`src/rtl/id_ex_pipe_stage_if.sv`:
```
// rtl/id_ex_pipe_stage_if.sv - ID->EX stage bus: upstream beat, downstream registered beat and handshakes
interface id_ex_pipe_stage_if #(
  parameter int XLEN  = 32,
  parameter int EX_W  = 2,
  parameter int MEM_W = 3,
  parameter int WB_W  = 2
) ();
  logic             in_valid_i;
  logic             in_ready_o;
  logic [31:0]      inst_i;
  logic [XLEN-1:0]  rs_data_i;
  logic [XLEN-1:0]  rt_data_i;
  logic [EX_W-1:0]  ex_sig_i;
  logic [MEM_W-1:0] mem_sig_i;
  logic [WB_W-1:0]  wb_sig_i;
  logic             out_valid_o;
  logic             out_ready_i;
  logic [31:0]      inst_o;
  logic [XLEN-1:0]  rs_data_o;
  logic [XLEN-1:0]  rt_data_o;
  logic [XLEN-1:0]  imm_o;
  logic [XLEN-1:0]  op_b_o;
  logic [EX_W-1:0]  ex_sig_o;
  logic [MEM_W-1:0] mem_sig_o;
  logic [WB_W-1:0]  wb_sig_o;

  modport slave (
    input  in_valid_i, inst_i, rs_data_i, rt_data_i, ex_sig_i, mem_sig_i, wb_sig_i, out_ready_i,
    output in_ready_o, out_valid_o, inst_o, rs_data_o, rt_data_o, imm_o, op_b_o,
           ex_sig_o, mem_sig_o, wb_sig_o
  );

  modport master (
    output in_valid_i, inst_i, rs_data_i, rt_data_i, ex_sig_i, mem_sig_i, wb_sig_i, out_ready_i,
    input  in_ready_o, out_valid_o, inst_o, rs_data_o, rt_data_o, imm_o, op_b_o,
           ex_sig_o, mem_sig_o, wb_sig_o
  );
endinterface

```
`src/rtl/id_ex_pipe_stage.sv`:
```
// rtl/id_ex_pipe_stage.sv - ID->EX pipeline register with valid/ready, stall hold, flush and imm/op_b decode
// Optional ID_EX_SKID_EN: one-entry skid buffer so in_ready_o comes from a flop.
module id_ex_pipe_stage #(
  parameter int          XLEN  = 32,
  parameter int          EX_W  = 2,
  parameter int          MEM_W = 3,
  parameter int          WB_W  = 2,
  parameter logic [31:0] NOP   = 32'h0000_0013
) (
  input logic               clk_i,
  input logic               rst_n_i,
  input logic               flush_i,
  id_ex_pipe_stage_if.slave bus
);
  localparam logic [6:0] OP_LOAD   = 7'b0000011;
  localparam logic [6:0] OP_IMM    = 7'b0010011;
  localparam logic [6:0] OP_STORE  = 7'b0100011;
  localparam logic [6:0] OP_BRANCH = 7'b1100011;

  logic             valid_q, valid_d;
  logic [31:0]      inst_q, inst_d;
  logic [XLEN-1:0]  rs_q, rs_d, rt_q, rt_d, imm_q, imm_d, op_b_q, op_b_d;
  logic [EX_W-1:0]  ex_q, ex_d;
  logic [MEM_W-1:0] mem_q, mem_d;
  logic [WB_W-1:0]  wb_q, wb_d;

  logic             main_free, accept, load_main;
  logic [31:0]      src_inst;
  logic [XLEN-1:0]  src_rs, src_rt, src_imm;
  logic [EX_W-1:0]  src_ex;
  logic [MEM_W-1:0] src_mem;
  logic [WB_W-1:0]  src_wb;
  logic             src_use_imm;

  assign main_free = !valid_q || bus.out_ready_i;

`ifdef ID_EX_SKID_EN
  logic             skid_valid_q, skid_valid_d;
  logic [31:0]      skid_inst_q, skid_inst_d;
  logic [XLEN-1:0]  skid_rs_q, skid_rs_d, skid_rt_q, skid_rt_d;
  logic [EX_W-1:0]  skid_ex_q, skid_ex_d;
  logic [MEM_W-1:0] skid_mem_q, skid_mem_d;
  logic [WB_W-1:0]  skid_wb_q, skid_wb_d;

  assign bus.in_ready_o = !skid_valid_q;
  assign accept         = bus.in_valid_i && !skid_valid_q;
  // A parked beat is always older than anything upstream, so it refills main first.
  assign load_main      = main_free && (skid_valid_q || accept);
  assign src_inst       = skid_valid_q ? skid_inst_q : bus.inst_i;
  assign src_rs         = skid_valid_q ? skid_rs_q   : bus.rs_data_i;
  assign src_rt         = skid_valid_q ? skid_rt_q   : bus.rt_data_i;
  assign src_ex         = skid_valid_q ? skid_ex_q   : bus.ex_sig_i;
  assign src_mem        = skid_valid_q ? skid_mem_q  : bus.mem_sig_i;
  assign src_wb         = skid_valid_q ? skid_wb_q   : bus.wb_sig_i;

  always_comb begin
    skid_valid_d = skid_valid_q;
    skid_inst_d  = skid_inst_q;
    skid_rs_d    = skid_rs_q;
    skid_rt_d    = skid_rt_q;
    skid_ex_d    = skid_ex_q;
    skid_mem_d   = skid_mem_q;
    skid_wb_d    = skid_wb_q;
    if (flush_i) begin
      skid_valid_d = 1'b0;
    end else if (skid_valid_q && main_free) begin
      skid_valid_d = 1'b0;
    end else if (accept && !main_free) begin
      skid_valid_d = 1'b1;
      skid_inst_d  = bus.inst_i;
      skid_rs_d    = bus.rs_data_i;
      skid_rt_d    = bus.rt_data_i;
      skid_ex_d    = bus.ex_sig_i;
      skid_mem_d   = bus.mem_sig_i;
      skid_wb_d    = bus.wb_sig_i;
    end
  end

  always_ff @(posedge clk_i or negedge rst_n_i) begin
    if (!rst_n_i) begin
      skid_valid_q <= 1'b0;
      skid_inst_q  <= '0;
      skid_rs_q    <= '0;
      skid_rt_q    <= '0;
      skid_ex_q    <= '0;
      skid_mem_q   <= '0;
      skid_wb_q    <= '0;
    end else begin
      skid_valid_q <= skid_valid_d;
      skid_inst_q  <= skid_inst_d;
      skid_rs_q    <= skid_rs_d;
      skid_rt_q    <= skid_rt_d;
      skid_ex_q    <= skid_ex_d;
      skid_mem_q   <= skid_mem_d;
      skid_wb_q    <= skid_wb_d;
    end
  end
`else
  assign bus.in_ready_o = main_free;
  assign accept         = bus.in_valid_i && main_free;
  assign load_main      = accept;
  assign src_inst       = bus.inst_i;
  assign src_rs         = bus.rs_data_i;
  assign src_rt         = bus.rt_data_i;
  assign src_ex         = bus.ex_sig_i;
  assign src_mem        = bus.mem_sig_i;
  assign src_wb         = bus.wb_sig_i;
`endif

  always_comb begin
    src_imm     = '0;
    src_use_imm = 1'b0;
    case (src_inst[6:0])
      OP_LOAD, OP_IMM: begin
        src_imm     = {{(XLEN-12){src_inst[31]}}, src_inst[31:20]};
        src_use_imm = 1'b1;
      end
      OP_STORE: begin
        src_imm     = {{(XLEN-12){src_inst[31]}}, src_inst[31:25], src_inst[11:7]};
        src_use_imm = 1'b1;
      end
      OP_BRANCH: begin
        src_imm = {{(XLEN-13){src_inst[31]}}, src_inst[31], src_inst[7],
                   src_inst[30:25], src_inst[11:8], 1'b0};
      end
      default: ;
    endcase
  end

  // Flush outranks both capture and drain; data registers are left as-is on a bubble.
  always_comb begin
    valid_d = valid_q;
    inst_d  = inst_q;
    rs_d    = rs_q;
    rt_d    = rt_q;
    imm_d   = imm_q;
    op_b_d  = op_b_q;
    ex_d    = ex_q;
    mem_d   = mem_q;
    wb_d    = wb_q;
    if (flush_i) begin
      valid_d = 1'b0;
    end else if (load_main) begin
      valid_d = 1'b1;
      inst_d  = src_inst;
      rs_d    = src_rs;
      rt_d    = src_rt;
      imm_d   = src_imm;
      op_b_d  = src_use_imm ? src_imm : src_rt;
      ex_d    = src_ex;
      mem_d   = src_mem;
      wb_d    = src_wb;
    end else if (bus.out_ready_i) begin
      valid_d = 1'b0;
    end
  end

  always_ff @(posedge clk_i or negedge rst_n_i) begin
    if (!rst_n_i) begin
      valid_q <= 1'b0;
      inst_q  <= '0;
      rs_q    <= '0;
      rt_q    <= '0;
      imm_q   <= '0;
      op_b_q  <= '0;
      ex_q    <= '0;
      mem_q   <= '0;
      wb_q    <= '0;
    end else begin
      valid_q <= valid_d;
      inst_q  <= inst_d;
      rs_q    <= rs_d;
      rt_q    <= rt_d;
      imm_q   <= imm_d;
      op_b_q  <= op_b_d;
      ex_q    <= ex_d;
      mem_q   <= mem_d;
      wb_q    <= wb_d;
    end
  end

  assign bus.out_valid_o = valid_q;
  assign bus.inst_o      = valid_q ? inst_q : NOP;
  assign bus.rs_data_o   = rs_q;
  assign bus.rt_data_o   = rt_q;
  assign bus.imm_o       = imm_q;
  assign bus.op_b_o      = op_b_q;
  assign bus.ex_sig_o    = valid_q ? ex_q  : '0;
  assign bus.mem_sig_o   = valid_q ? mem_q : '0;
  assign bus.wb_sig_o    = valid_q ? wb_q  : '0;

endmodule

```
`src/flat_wrapper.sv`:
```
// flat-port wrapper written by rule: the top's interface ports become plain ports
module id_ex_pipe_stage_flat 
#(
  parameter int          XLEN  = 32,
  parameter int          EX_W  = 2,
  parameter int          MEM_W = 3,
  parameter int          WB_W  = 2,
  parameter logic [31:0] NOP   = 32'h0000_0013
)
  (clk_i, rst_n_i, flush_i, bus_in_valid_i, bus_inst_i, bus_rs_data_i, bus_rt_data_i, bus_ex_sig_i, bus_mem_sig_i, bus_wb_sig_i, bus_out_ready_i, bus_in_ready_o, bus_out_valid_o, bus_inst_o, bus_rs_data_o, bus_rt_data_o, bus_imm_o, bus_op_b_o, bus_ex_sig_o, bus_mem_sig_o, bus_wb_sig_o);
  id_ex_pipe_stage_if #(.XLEN(XLEN), .EX_W(EX_W), .MEM_W(MEM_W), .WB_W(WB_W)) bus_i ();
  input logic clk_i;
  input logic rst_n_i;
  input logic flush_i;
  input wire logic [$bits(bus_i.in_valid_i)-1:0] bus_in_valid_i;
  input wire logic [$bits(bus_i.inst_i)-1:0] bus_inst_i;
  input wire logic [$bits(bus_i.rs_data_i)-1:0] bus_rs_data_i;
  input wire logic [$bits(bus_i.rt_data_i)-1:0] bus_rt_data_i;
  input wire logic [$bits(bus_i.ex_sig_i)-1:0] bus_ex_sig_i;
  input wire logic [$bits(bus_i.mem_sig_i)-1:0] bus_mem_sig_i;
  input wire logic [$bits(bus_i.wb_sig_i)-1:0] bus_wb_sig_i;
  input wire logic [$bits(bus_i.out_ready_i)-1:0] bus_out_ready_i;
  output wire logic [$bits(bus_i.in_ready_o)-1:0] bus_in_ready_o;
  output wire logic [$bits(bus_i.out_valid_o)-1:0] bus_out_valid_o;
  output wire logic [$bits(bus_i.inst_o)-1:0] bus_inst_o;
  output wire logic [$bits(bus_i.rs_data_o)-1:0] bus_rs_data_o;
  output wire logic [$bits(bus_i.rt_data_o)-1:0] bus_rt_data_o;
  output wire logic [$bits(bus_i.imm_o)-1:0] bus_imm_o;
  output wire logic [$bits(bus_i.op_b_o)-1:0] bus_op_b_o;
  output wire logic [$bits(bus_i.ex_sig_o)-1:0] bus_ex_sig_o;
  output wire logic [$bits(bus_i.mem_sig_o)-1:0] bus_mem_sig_o;
  output wire logic [$bits(bus_i.wb_sig_o)-1:0] bus_wb_sig_o;
  assign bus_i.in_valid_i = bus_in_valid_i;
  assign bus_i.inst_i = bus_inst_i;
  assign bus_i.rs_data_i = bus_rs_data_i;
  assign bus_i.rt_data_i = bus_rt_data_i;
  assign bus_i.ex_sig_i = bus_ex_sig_i;
  assign bus_i.mem_sig_i = bus_mem_sig_i;
  assign bus_i.wb_sig_i = bus_wb_sig_i;
  assign bus_i.out_ready_i = bus_out_ready_i;
  assign bus_in_ready_o = bus_i.in_ready_o;
  assign bus_out_valid_o = bus_i.out_valid_o;
  assign bus_inst_o = bus_i.inst_o;
  assign bus_rs_data_o = bus_i.rs_data_o;
  assign bus_rt_data_o = bus_i.rt_data_o;
  assign bus_imm_o = bus_i.imm_o;
  assign bus_op_b_o = bus_i.op_b_o;
  assign bus_ex_sig_o = bus_i.ex_sig_o;
  assign bus_mem_sig_o = bus_i.mem_sig_o;
  assign bus_wb_sig_o = bus_i.wb_sig_o;
  id_ex_pipe_stage #(.XLEN(XLEN), .EX_W(EX_W), .MEM_W(MEM_W), .WB_W(WB_W), .NOP(NOP)) u_core (.clk_i(clk_i), .rst_n_i(rst_n_i), .flush_i(flush_i), .bus(bus_i));
endmodule
```
`config.mk`:
```
export PLATFORM = sky130hd
export DESIGN_NAME = id_ex_pipe_stage_flat
export DESIGN_NICKNAME = d
export VERILOG_FILES = /design/src/rtl/id_ex_pipe_stage_if.sv /design/src/rtl/id_ex_pipe_stage.sv /design/src/flat_wrapper.sv
export SDC_FILE = /design/constraint.sdc
export NUM_CORES = 1
export LEC_CHECK = 0
export ABC_CLOCK_PERIOD_IN_PS = 1630
export BUFFER_PORTS_ARGS = -buffer_cell sky130_fd_sc_hd__buf_2
export CORE_UTILIZATION = 47
export DETAILED_ROUTE_END_ITERATION = 8
export PLACE_DENSITY_LB_ADDON = 0.3
export SLEW_MARGIN = 20
export SYNTH_ARGS = -nofsm -noshare
export SYNTH_HDL_FRONTEND = slang
export SYNTH_SLANG_ARGS = --single-unit
```
`constraint.sdc`:
```
create_clock -name clk_i -period 1.63 [get_ports clk_i]
set_input_delay 0.326 -clock clk_i [delete_from_list [all_inputs] [get_ports clk_i]]
set_output_delay 0.326 -clock clk_i [all_outputs]
set_load 0.005 [all_outputs]
```
==> out/qor.yml, run 1 <==
status: "finished, final reports clean"
syn-num-nets: 821
drt_iter0_markers: 347
crit_type: "flip-flop to primary output"
grt-ovfl-total: 0
utilization: 0.6611
rsz0062_at_grt: "true"
grt_pass1_vias: 5459
track_usage: 0.2595
vias: 5591
antennaDiodeCount: 0
tritoncts: "built"
fp.coreArea_mm2: 0.01282
ys_seq_area_frac: 0.5935
fillers: 1130
netlist_area_mm2: 0.006282
syn_to_final_growth_pct: 34.95
via_per_inst: 4.837
multi_input_area_mm2: 0.002203
min_path_type: "input pin to flip-flop"
worstMarginPinSlew_ns: 0.5309
root_buffer: "clkbuf_16"
path_max_fanout: 40
synthesis.area_per_instance_um2: 8.811
final_cell_mix: "353 x nand2_1, 275 x buf_2, 149 x dfrtp_1"
finalMaxSlewViolations: 0
die_h_um: 117.6
maxCapViolCount: 0
grt_max_degree: 57
num-nets-final: 1079
finalCritPeriodShare: 0.9955
antenna_left: 0
startpoint_type: "flip-flop"
cts_num_sinks: 149
place_hpwl_um: 12430
antenna_found_initial: 0
critPathArrivalTime_ns: 1.30
ys_ff_latch: 149
clk_pin_slew_ns: 0.06
max_slew_margin: 0.6440
h-tree-depth: 4
wl_per_cell_um: 14.92
drc: 0
num_io_pins: 277
rows: 41
grt_pass1_wl_um: 28060
place.gp.congestion: 0.8194
first_pass_iters: 4
layout-drive-gt1-share: 0.3415
die_w_um: 117.6
skew_ns: 0.006826
peakVddDrop_uv: 713.0
critPathCaptureType: "primary output"
clk_latency_ns: 0.41
dp.cells: 1123
synthCells: 713
finalHoldViolCount: 0
yosysUniqueCellTypes: 28
clockBufferDepth: 2
final_common_cell: "nand2_1"
fin_crit_ns: 1.623
fmax_mhz: 616.3
setup_viol: 0
io_buffer_count: 276
seq_area_mm2: 0.003729
required_ns: 1.30
crit_path_top_delay_cell: "dfrtp_1"
crit_chain: "buf_12, and2_1, buf_2"
p_leak_nw: 4.811
cts_setup_buffers: 0
dieArea_mm2: 0.01383
fin_cells: 1156
cellPowerDensity_mw_per_mm2: 1173
start_util: 0.4899
max_stage_delay_ns: 0.41
wl_um: 17250
ys_warn_count: 0
numCtsBuffers: 17
[worst max-delay path, delay by kind of cell (launching register included)]
kind	cells	cell delay, ns
buf+inv	2	0.31
simple gates	1	0.16
flops	1	0.41
[registers in the layout, indices dropped and copies added, names as in the netlist]
| register | cells |
|---|---|
| u_core.mem_q | 3 |
| u_core.bus.out_valid_o | 1 |
| u_core.bus.rt_data_o | 32 |
| u_core.wb_q | 2 |
| u_core.inst_q | 32 |
| u_core.bus.rs_data_o | 32 |
| u_core.ex_q | 2 |
| u_core.bus.op_b_o | 32 |
| u_core.bus.imm_o | 13 |
[final timing paths]
check,slack [ns],end,cells after the start,startpoint
min in group asynchronous,0.40,u_core.bus.rt_data_o[17]$_DFFE_PN0P_,2,rst_n_i
min reg2reg,0.46,u_core.inst_q[4]$_DFFE_PN0P_,2,u_core.inst_q[4]$_DFFE_PN0P_
max,0.007,bus_inst_o[28],3,u_core.bus.out_valid_o$_DFFE_PN0P_
min,0.1,u_core.bus.rs_data_o[12]$_DFFE_PN0P_,3,bus_rs_data_i[12]
max reg2reg,0.08,u_core.bus.op_b_o[8]$_DFFE_PN0P_,5,u_core.bus.out_valid_o$_DFFE_PN0P_
max in group asynchronous,0.66,u_core.mem_q[2]$_DFFE_PN0P_,3,rst_n_i
[kinds of logic (layout without fill, tap and decap cells)]
family / after synthesis / count (layout) / share of synthesized area
AOI/OAI and AO/OA: 59 / 59 / 0.05636
buffers and inverters: 63 / 334 / 0.05955
DFF: 149 / 149 / 0.5935
muxes: 1 / 1 / 0.001593
and+or+nand+nor: 441 / 441 / 0.2890
[layer usage]
metal  track usage  part of all wire  wire length (um)  vias to the layer above
met5             0                 0                 0                        -
met4        0.1050             0.023               389                        0
met3       0.06589             0.069              1189                       31
met2        0.4364              0.50              8583                      240
met1        0.3182              0.41              7090                     2597
li1              -                 -                 -                     2723
[Yosys cell counts]
master,count,area [um2]
nand4bb_1,1,11.26
and2_1,36,225.2
o211ai_1,6,45.04
o21ai_1,3,15.01
nand2_1,353,1325
buf_2,29,145.1
nand3_1,7,35.03
a21oi_1,25,125.1
mux2i_1,1,10.01
nor2b_4,1,13.76
a22o_1,4,35.03
clkbuf_1,6,22.52
nand3b_1,1,7.510
a31oi_1,1,6.260
dfrtp_1,149,3729
nor3b_2,1,12.51
buf_6,1,11.26
a22oi_1,4,30.03
nand3b_2,1,11.26
nor2b_1,1,6.260
nor2_1,33,123.9
nand2b_1,5,31.28
a221oi_1,4,35.03
a211oi_1,1,7.510
and4bb_2,1,12.51
buf_4,25,187.7
o21ai_0,11,55.05
inv_1,2,7.510
[where the power goes]
part / switching, mW / leakage [nW] / internal, mW
sequential: 0.258 / 1.83 / 4.20
combinational: 0.857 / 2.69 / 0.735
clock: 1.46 / 0.295 / 2.43
[stage by stage]
step | cell area, um2 | total power, mW | worst slack, ns | TNS [ns] | hold WS (ns)
after floorplan | 6282 | 5.189 | 0.3029 | 0 | 0.03041
after global placement | 7850 | 6.066 | 0.02822 | 0 | 0.2800
after detailed placement | 7850 | 6.114 | 0.003321 | 0 | 0.2828
after CTS | 8478 | 10.03 | -0.01310 | -0.04714 | 0.08243
after global routing | 8478 | 10.42 | -0.05320 | -0.8828 | 0.09405
final | 8478 | 9.941 | 0.007330 | 0 | 0.09826
[area by class of cell]
cell class / instances / share of cell area
clock inverter: 6 / 0.007527
timing repair buffer: 300 / 0.2029
multi-input combinational: 501 / 0.2599
inverter: 2 / 0.0008855
tap: 172 / 0.02538
sequential: 149 / 0.4398
clock buffer: 26 / 0.06361
[repair_timing]
action                                  in CTS  in global routing
hold buffers                                 1                  0
gates resized for setup                      4                  0
hold endpoints to repair                    38                  0
endpoints found under the setup margin      40                 34
(Power assumes the default switching activity.)
==> inputs of run 2 (changes only) <==
--- a/config.mk
+++ b/config.mk
@@ -7,9 +7,10 @@
 export LEC_CHECK = 0
 export ABC_CLOCK_PERIOD_IN_PS = 1630
 export BUFFER_PORTS_ARGS = -buffer_cell sky130_fd_sc_hd__buf_2
+export CORE_ASPECT_RATIO = 1.25
 export CORE_UTILIZATION = 47
 export DETAILED_ROUTE_END_ITERATION = 8
-export PLACE_DENSITY_LB_ADDON = 0.3
+export PLACE_DENSITY = 0.8
 export SLEW_MARGIN = 20
 export SYNTH_ARGS = -nofsm -noshare
 export SYNTH_HDL_FRONTEND = slang
==> run 2 against run 1 <==
Combinational power about the same. Die area is essentially flat. Core utilization down 0.46 points. Largest cell class unchanged. Highest routed layer unchanged.
==> out/qor.yml, run 2 (same netlist as run 1, synthesis figures left out) <==
status: "finished, final reports clean"
maxCapViolCount: 0  # unchanged
layout-drive-gt1-share: 0.3411  # -0.0003467
die_h_um: 131.3  # +12%
worst_slack_ns: 0.01945  # +0.01212 ns
critPathArrivalTime_ns: 1.28  # -0.02 ns
fp.coreArea_mm2: 0.01283  # about the same
crit-reg2reg-launch: "u_core.bus.out_valid_o$_DFFE_PN0P_"
required_ns: 1.30  # about the same
cellPowerDensity_mw_per_mm2: 1184  # +0.94%
min_path_type: "input pin to flip-flop"
worstMarginPinSlew_ns: 0.4681  # -0.06280 ns
wl_um: 17070  # -1.1%
clockBufferDepth: 2  # unchanged
fin_cells: 1153  # -0.26%
rows: 46  # +12%
setup_viol: 0  # unchanged
grt_pass1_vias: 5563  # +1.9%
antennaDiodeCount: 0  # unchanged
cts_num_sinks: 149  # unchanged
die_w_um: 105.4  # -10%
fillers: 1108  # -1.9%
syn_to_final_growth_pct: 34.12
track_usage: 0.2546  # -0.004872
clk_pin_slew_ns: 0.06  # about the same
antenna_left: 0  # unchanged
path_max_fanout: 40  # unchanged
max_slew_margin: 0.6880  # +0.04401
place.gp.congestion: 0.8413  # +2.7%
rrSetupSlack_ns: 0.11  # +0.03 ns
startpoint_type: "flip-flop"
first_pass_iters: 4  # unchanged
critPathCaptureType: "primary output"
dp.cells: 1120  # -0.27%
vias: 5632  # +0.73%
h-tree-depth: 4  # unchanged
place_hpwl_um: 12550  # +0.98%
io_buffer_count: 276  # unchanged
antenna_found_initial: 0  # unchanged
hold_start: "bus_rs_data_i[23]"
tritoncts: "built"
dp_slack_ns: 0.08336  # +0.08004 ns
wl_per_cell_um: 14.80  # -0.82%
drc: 0  # unchanged
num_io_pins: 277  # unchanged
cts_setup_buffers: 0  # unchanged
finalMaxSlewViolations: 0  # unchanged
final_cell_mix: "353 x nand2_1, 275 x buf_2, 148 x dfrtp_1"
skew_ns: 0.006178  # -0.0006475 ns
root_buffer: "clkbuf_16"
p_leak_nw: 4.784  # -0.56%
stdcell_area_mm2: 0.008426  # -0.62%
fin_crit_ns: 1.611  # -0.01212 ns
clk_latency_ns: 0.41  # about the same
grt-ovfl-total: 0  # unchanged
via_per_inst: 4.885  # +1.0%
final_common_cell: "nand2_1"
finalHoldViolCount: 0  # unchanged
drt_iter0_markers: 300  # -14%
finalCritPeriodShare: 0.9881  # -0.007435
num-nets-final: 1080  # +0.093%
numCtsBuffers: 17  # unchanged
crit_type: "flip-flop to primary output"
rsz0062_at_grt: "true"
startpoint: "u_core.bus.out_valid_o$_DFFE_PN0P_"
peakVddDrop_uv: 651.3  # -8.6%
grt_pass1_wl_um: 27270  # -2.8%
place_area_mm2: 0.007802  # -0.61%
start_util: 0.4895  # about the same
fmax_mhz: 620.9  # +0.75%
grt_max_degree: 60  # +5.3%
dieArea_mm2: 0.01384  # about the same
run 2: cell type report:
class	instances	area, um2	area share
Clock buffer	20	436.7	0.05183
Clock inverter	12	153.9	0.01827
Inverter	2	7.507	0.0008910
Multi-Input combinational cell	501	2210	0.2623
Sequential cell	149	3730	0.4427
Tap cell	168	210.2	0.02495
Timing Repair Buffer	301	1678	0.1991
run 2: path summary, 6_finish.rpt:
check,to,cells after the start
worst max-delay path,bus_inst_o[22],3
worst min-delay path,u_core.bus.rs_data_o[23]$_DFFE_PN0P_,3
worst max register to register,u_core.bus.op_b_o[21]$_DFFE_PN0P_,6
worst min register to register,u_core.inst_q[18]$_DFFE_PN0P_,2
max in group asynchronous,u_core.bus.op_b_o[23]$_DFFE_PN0P_,3
min in group asynchronous,u_core.bus.rs_data_o[31]$_DFFE_PN0P_,2
run 2: metrics by stage:
stage / utilization / hold slack [ns] / TNS (ns) / power [mW]
floorplan: - / 0.03041 / 0 / 5.189
global placement: 0.6079 / 0.2998 / 0 / 6.038
detailed placement: 0.6079 / 0.3006 / 0 / 6.096
CTS: 0.6557 / 0.07795 / 0 / 10.06
global route: 0.6565 / 0.08376 / -1.097 / 10.43
finish: 0.6565 / 0.09403 / 0 / 9.972
run 2: timing repair:
action,CTS,global route
setup endpoints to repair,39,78
gates resized for setup,3,3
endpoints found under the hold margin,42,0
hold buffers,1,0
run 2: worst max-delay path, cell delays in order (launching register included):
cell	delay, ns
dfrtp_1	0.40
buf_12	0.18
and2_1	0.15
buf_2	0.13
run 2: report_power, final:
part / total [mW] / leakage, nW / internal, mW / switching, mW
clock: 3.94 / 0.281 / 2.41 / 1.53
combinational: 1.57 / 2.67 / 0.721 / 0.851
sequential: 4.46 / 1.83 / 4.20 / 0.259
run 2: routing by layer:
layer	GRT usage	share of wire
met1	0.2786	0.39
met2	0.4499	0.52
met3	0.06052	0.054
met4	0.1393	0.041
met5	0	0
